`config.mk`:
```
export PLATFORM = sky130hd
export DESIGN_NAME = mem_arbiter_n
export DESIGN_NICKNAME = d
export VERILOG_FILES = /design/src/rtl/memarb_pkg.sv /design/src/rtl/mem_arbiter_n_rr_pick.sv /design/src/rtl/mem_arbiter_n.sv
export SDC_FILE = /design/constraint.sdc
export NUM_CORES = 1
export LEC_CHECK = 0
export CORE_MARGIN = 4
export CORE_UTILIZATION = 33
export DETAILED_ROUTE_END_ITERATION = 16
export MAX_ROUTING_LAYER = met4
export PLACE_DENSITY = 0.63
export SYNTH_ARGS = -nofsm -noshare
export SYNTH_HDL_FRONTEND = slang
export SYNTH_HIERARCHICAL = 1
export SYNTH_SLANG_ARGS = --single-unit
```
`constraint.sdc`:
```
create_clock -name clk -period 3.4 [get_ports clk]
set_input_delay 0.68 -clock clk [delete_from_list [all_inputs] [get_ports clk]]
set_output_delay 0.68 -clock clk [all_outputs]
set_load 0.01 [all_outputs]
```
`src/rtl/memarb_pkg.sv`:
```
// Shared definitions for the mem_arbiter_n memory arbiter: mode constants,
// round-robin state encoding and a constant-foldable ceil(log2) helper.
package memarb_pkg;

  localparam logic MODE_RR  = 1'b0;
  localparam logic MODE_TDM = 1'b1;

  typedef enum logic {
    RR_IDLE  = 1'b0,
    RR_GRANT = 1'b1
  } rr_state_t;

  function automatic int clog2(input int v);
    int r;
    r = 0;
    while ((1 << r) < v) r++;
    return r;
  endfunction

endpackage

```
`src/rtl/mem_arbiter_n_rr_pick.sv`:
```
// Round-robin winner search: first requester at or above ptr, wrapping.
// Purely combinational; found is low when no channel requests.
module rr_pick
  import memarb_pkg::*;
#(
  parameter int NUM_CH = 4
) (
  input  logic [NUM_CH-1:0]        req,
  input  logic [clog2(NUM_CH)-1:0] ptr,
  output logic [clog2(NUM_CH)-1:0] win,
  output logic                     found
);

  localparam int CW = clog2(NUM_CH);

  logic [CW-1:0] idx;

  // Scan from the far end down so the candidate closest to ptr wins last.
  always_comb begin
    found = 1'b0;
    win   = '0;
    idx   = '0;
    for (int i = NUM_CH - 1; i >= 0; i--) begin
      idx = CW'((int'(ptr) + i) % NUM_CH);
      if (req[idx]) begin
        found = 1'b1;
        win   = idx;
      end
    end
  end

endmodule

```
`src/rtl/mem_arbiter_n.sv`:
```
// N-channel memory arbiter: round-robin on requests or fixed TDM slot owners.
// Define MEMARB_HOLD_LIMIT_EN to cap RR grants at MAX_HOLD cycles when others wait.
module mem_arbiter_n
  import memarb_pkg::*;
#(
  parameter int NUM_CH   = 4,
  parameter int SLOT_CNT = 8,
  parameter int MAX_HOLD = 16
) (
  input  logic                       clk,
  input  logic                       rst,
  input  logic                       mode,
  input  logic [NUM_CH-1:0]          req,
  output logic [NUM_CH-1:0]          gnt,
  output logic                       gnt_valid,
  output logic [clog2(NUM_CH)-1:0]   gnt_id,
  output logic [clog2(SLOT_CNT)-1:0] slot,
  output logic                       preempt
);

  localparam int CW = clog2(NUM_CH);
  localparam int SW = clog2(SLOT_CNT);

  if (NUM_CH < 2 || NUM_CH > 8 || SLOT_CNT < NUM_CH || SLOT_CNT > 256 ||
      MAX_HOLD < 2 || MAX_HOLD > 255) begin : g_bad_param
    $error("mem_arbiter_n: illegal parameter set");
  end

  logic          mode_q;
  rr_state_t     state_q;
  logic [CW-1:0] ptr_q;
  logic [CW-1:0] tdm_own_q;
  logic          slot_last;
  logic [CW-1:0] pick_win;
  logic          pick_found;
  logic          issue;
  logic          go_idle;
  logic [CW-1:0] issue_id;

`ifdef MEMARB_HOLD_LIMIT_EN
  localparam int HW = clog2(MAX_HOLD + 1);
  logic [HW-1:0] hold_q;
  logic          force_rel;
`endif

  function automatic logic [CW-1:0] inc_ch(input logic [CW-1:0] i);
    return (i == CW'(NUM_CH - 1)) ? '0 : i + 1'b1;
  endfunction

  function automatic logic [NUM_CH-1:0] onehot(input logic [CW-1:0] i);
    logic [NUM_CH-1:0] v;
    v    = '0;
    v[i] = 1'b1;
    return v;
  endfunction

  rr_pick #(.NUM_CH(NUM_CH)) u_rr_pick (
    .req   (req),
    .ptr   (ptr_q),
    .win   (pick_win),
    .found (pick_found)
  );

  assign slot_last = (slot == SW'(SLOT_CNT - 1));

  // Next-grant decision. While granted, ptr_q already equals owner+1, so the
  // picker naturally hands over to the next channel after the owner.
  always_comb begin
    issue    = 1'b0;
    go_idle  = 1'b0;
    issue_id = pick_win;
`ifdef MEMARB_HOLD_LIMIT_EN
    force_rel = 1'b0;
`endif
    if (mode_q == MODE_TDM) begin
      issue_id = tdm_own_q;
      issue    = req[tdm_own_q];
      go_idle  = ~req[tdm_own_q];
    end else if (state_q == RR_IDLE) begin
      issue = pick_found;
    end else if (!req[gnt_id]) begin
      issue   = pick_found;
      go_idle = ~pick_found;
    end
`ifdef MEMARB_HOLD_LIMIT_EN
    else if (hold_q == HW'(MAX_HOLD) && |(req & ~gnt)) begin
      issue     = 1'b1;
      force_rel = 1'b1;
    end
`endif
  end

  always_ff @(posedge clk or negedge rst) begin
    if (!rst) begin
      mode_q    <= MODE_RR;
      state_q   <= RR_IDLE;
      ptr_q     <= '0;
      gnt       <= '0;
      gnt_valid <= 1'b0;
      gnt_id    <= '0;
      slot      <= '0;
      tdm_own_q <= '0;
`ifdef MEMARB_HOLD_LIMIT_EN
      hold_q    <= '0;
      preempt   <= 1'b0;
`endif
    end else begin
      mode_q <= mode;
      if (slot_last) begin
        slot      <= '0;
        tdm_own_q <= '0;
      end else begin
        slot      <= slot + 1'b1;
        tdm_own_q <= inc_ch(tdm_own_q);
      end
`ifdef MEMARB_HOLD_LIMIT_EN
      preempt <= 1'b0;
`endif
      // A mode change costs one dead grant cycle and restarts the slot schedule.
      if (mode != mode_q) begin
        state_q   <= RR_IDLE;
        gnt       <= '0;
        gnt_valid <= 1'b0;
        gnt_id    <= '0;
        slot      <= '0;
        tdm_own_q <= '0;
      end else if (issue) begin
        gnt       <= onehot(issue_id);
        gnt_valid <= 1'b1;
        gnt_id    <= issue_id;
        if (mode_q == MODE_RR) begin
          state_q <= RR_GRANT;
          ptr_q   <= inc_ch(issue_id);
`ifdef MEMARB_HOLD_LIMIT_EN
          hold_q  <= HW'(1);
          preempt <= force_rel;
`endif
        end
      end else if (go_idle) begin
        state_q   <= RR_IDLE;
        gnt       <= '0;
        gnt_valid <= 1'b0;
        gnt_id    <= '0;
      end
`ifdef MEMARB_HOLD_LIMIT_EN
      else if (state_q == RR_GRANT && hold_q != HW'(MAX_HOLD)) begin
        hold_q <= hold_q + 1'b1;
      end
`endif
    end
  end

`ifndef MEMARB_HOLD_LIMIT_EN
  assign preempt = 1'b0;
`endif

endmodule

```
==> metrics.md <==
| Metric | Value |
|---|---|
| CP Class | `input port to flip-flop` |
| Starting density of the core | `35.40%` |
| Final wirelength | `1740 um` |
| Dominant cell by count in the synthesized netlist | `dfrtp_1` |
| Initial antenna violation count | `0` |
| Synth area leader | `dfrtp_1` |
| DR top layer | `met4` |
| DR WL/cell | `13.59 um` |
| Placed Area | `1091 sq um` |
| GRT Total Usage | `11.40%` |
| Power consumption | `0.6070 mW` |
| Clock Tree Root | `clkbuf_4` |
| Final min period | `2405 ps` |
| CP Cell Sequence | `clkdlybuf4s50_1 -> nand2b_1 -> a211oi_1 -> nor2_1 -> mux2_2 -> inv_1 -> ha_1 -> mux2_1` |
| Die area | `3630 sq um` |
| Io pins | `18` |
| Max-slew headroom | `53.72%` |
| Vias | `645` |
| Result of the run | `finished clean` |
| Row cnt | `18` |
| N_diodes | `0` |
| Synth Register Bits | `16` |
| Largest stage delay on the critical path | `500 ps` |
| Crit path max fanout | `6` |
| Met1 wire length | `834 um` |
| Fin crit share | `70.74%` |
| WP data required | `3570 ps` |
| Die W | `60.25 um` |
| Detail Route met3 WL | `91 um` |
| Number of setup buffers added after CTS | `0` |
| Port-buffer cells | `16` |
| Synth cell count leaders | `16 x dfrtp_1, 8 x ha_1, 7 x nor2_1, 6 x a22o_1, 4 x inv_1` |
| Startpoint Class | `input port` |
| Maxcap violations | `0` |
| Clk slew on worst S/H paths | `90 ps` |
| WP buf/inv | `2` |
| CP delay by family, top | `buffers and inverters` |
| Actual slew at the worst max-slew pin | `692.0 ps` |
| Routed wl met2 | `811 um` |
| Vias per cell | `5.039` |
| Slew Viols, Final | `0` |
| Top FF cell, synth | `dfrtp_1` |
| Final Wtd Congestion | `0.7946` |
| Async S/R FF share, synth | `100.0%` |
| First-pass DRT Iterations | `4` |
| Global-route wire length before repair | `3036 um` |
| Leak Pwr | `0.4961 nW` |
| Final hold viol count | `0` |
| Clk_lat worst skew | `290 ps` |
| Mean Syn Cell Area | `11.40 sq um` |
| Mapped cell area | `900.9 sq um` |
| RSZ-0062 raised after global routing | `false` |
| Yosys cell types | `28` |
| Setup TNS | `0 ps` |
| Core area | `2545 sq um` |
| Post-Synthesis Cells | `79` |
| Die span in y | `60.25 um` |
| Area growth from synthesis to layout | `25.14%` |
| CP max stage cell | `clkdlybuf4s50_1` |
| Filler cells | `257` |
| Clock tree buffer depth | `2` |
| Clock Sinks | `16` |
| Fmax | `415.7 MHz` |
| Hold buffer count at CTS | `0` |
| DRT antenna net count | `0` |
| Final instance area | `1127 sq um` |
| CTS tree | `yes` |
| CP endpoint kind | `flip-flop` |
| Layout cells sized above 1 | `14.29%` |
| VDD IR max | `263.8 uV` |
| Final net count | `114` |
| Synthesized Nets | `94` |
| PostCTS Resize Cnt | `0` |
| Hold WS | `471.4 ps` |
| Number of H-tree levels | `1` |
| Worst Hold Class | `flip-flop to flip-flop` |
| GR Overflow Total | `0` |
| Final WS setup | `994.7 ps` |
| PD cells | `538.5 nW/um^2` |
| Largest net degree at the start of global routing | `17` |
| Yosys warns | `6` |
| Post-DP HPWL | `1369 um` |
| Register area share after synthesis | `44.44%` |
| Top-area cell type share of the netlist area | `44.44%` |
| Critical Path AT | `2580 ps` |
| Via count of the first global-routing pass | `668` |
| DR iter-0 viols | `8` |
| Place WS | `719.5 ps` |
| Finish-stage setup viols | `0` |
| Clock Skew | `5.821 ps` |
| Post-synth EDFFs | `0` |
| DRC | `0` |
| Ranking of synthesized cells by area | `dfrtp_1 44%, ha_1 11%, a22o_1 5.8%` |
| Clock buffer count from CTS | `3` |
[state kept, by name, summed over array words and instances (netlist names)]
signal     flops
gnt            4
gnt_id         2
gnt_valid      1
mode_q         1
ptr_q          2
slot           3
state_q        1
tdm_own_q      2
[logic make-up (layout without fill, tap and decap cells)]
logic type                 Yosys count  after routing  synth area share (%)
and+or+nand+nor                     24             24                 13.89
DFF                                 16             16                 44.44
AOI/OAI and AO/OA                   16             16                 15.56
buffers and inverters                5             24                 2.500
adders and majority gates            8              8                 11.11
other                                1              1                0.4163
muxes                                9              9                 12.08
[cell usage in the layout, fill, tap and decap left out]
master	count
a211oi_1	1
a211oi_2	1
a21boi_2	1
a21oi_1	2
a21oi_2	1
a22o_1	6
a31o_2	1
clkbuf_4	3
clkbuf_8	1
clkdlybuf4s50_1	16
conb_1	1
dfrtp_1	16
ha_1	8
inv_1	4
mux2_1	2
mux2_2	3
mux2i_1	3
mux4_2	1
nand2_1	3
nand2_2	1
nand2b_1	3
nand3b_1	1
nor2_1	7
nor2b_1	3
nor3_1	3
nor3b_1	2
nor4_1	1
o21a_1	1
o221ai_2	1
o22ai_1	1
[final cells by class]
type | count | area, sq um | share of cell area (%)
clock buffers | 4 | 36.28 | 3.219
inverters | 4 | 15.01 | 1.332
multi-input cells | 58 | 478.0 | 42.40
flip-flops and latches | 16 | 400.4 | 35.52
well taps | 30 | 37.54 | 3.330
repair buffers | 16 | 160.2 | 14.21
[where the power goes]
| part | switching [mW] | total (mW) | internal (mW) |
|---|---|---|---|
| Combinational | 0.0950 | 0.212 | 0.117 |
| Clock | 0.0589 | 0.124 | 0.0652 |
| Sequential | 0.0429 | 0.271 | 0.228 |
[path summary, 6_finish.rpt]
| kind | cells past startpoint | start | slack (ps) | end |
|---|---|---|---|---|
| worst min register to register | 1 | slot[0] | 470 | slot[0] |
| worst max register to register | 7 | ptr_q[1] | 1480 | ptr_q[1] |
| max in group asynchronous | 1 | rst | 2150 | tdm_own_q[1] |
| worst max-delay path | 8 | req[3] | 990 | ptr_q[1] |
| worst min-delay path | 1 | slot[0] | 470 | slot[0] |
| min in group asynchronous | 1 | rst | 800 | gnt_id[0] |
[through the flow]
| step | cells | util, % |
|---|---|---|
| after floorplan | 79 | - |
| after global placement | 124 | 42.87 |
| after detailed placement | 124 | 42.87 |
| after CTS | 128 | 44.30 |
| after global routing | 128 | 44.30 |
| final | 128 | 44.30 |
[layer usage]
metal	track usage (%)	vias up
li1	-	325
met3	4.104	2
met5	-	-
met4	1.582	0
met1	14.80	302
met2	17.44	16
Power figures use the tool's default switching activity.
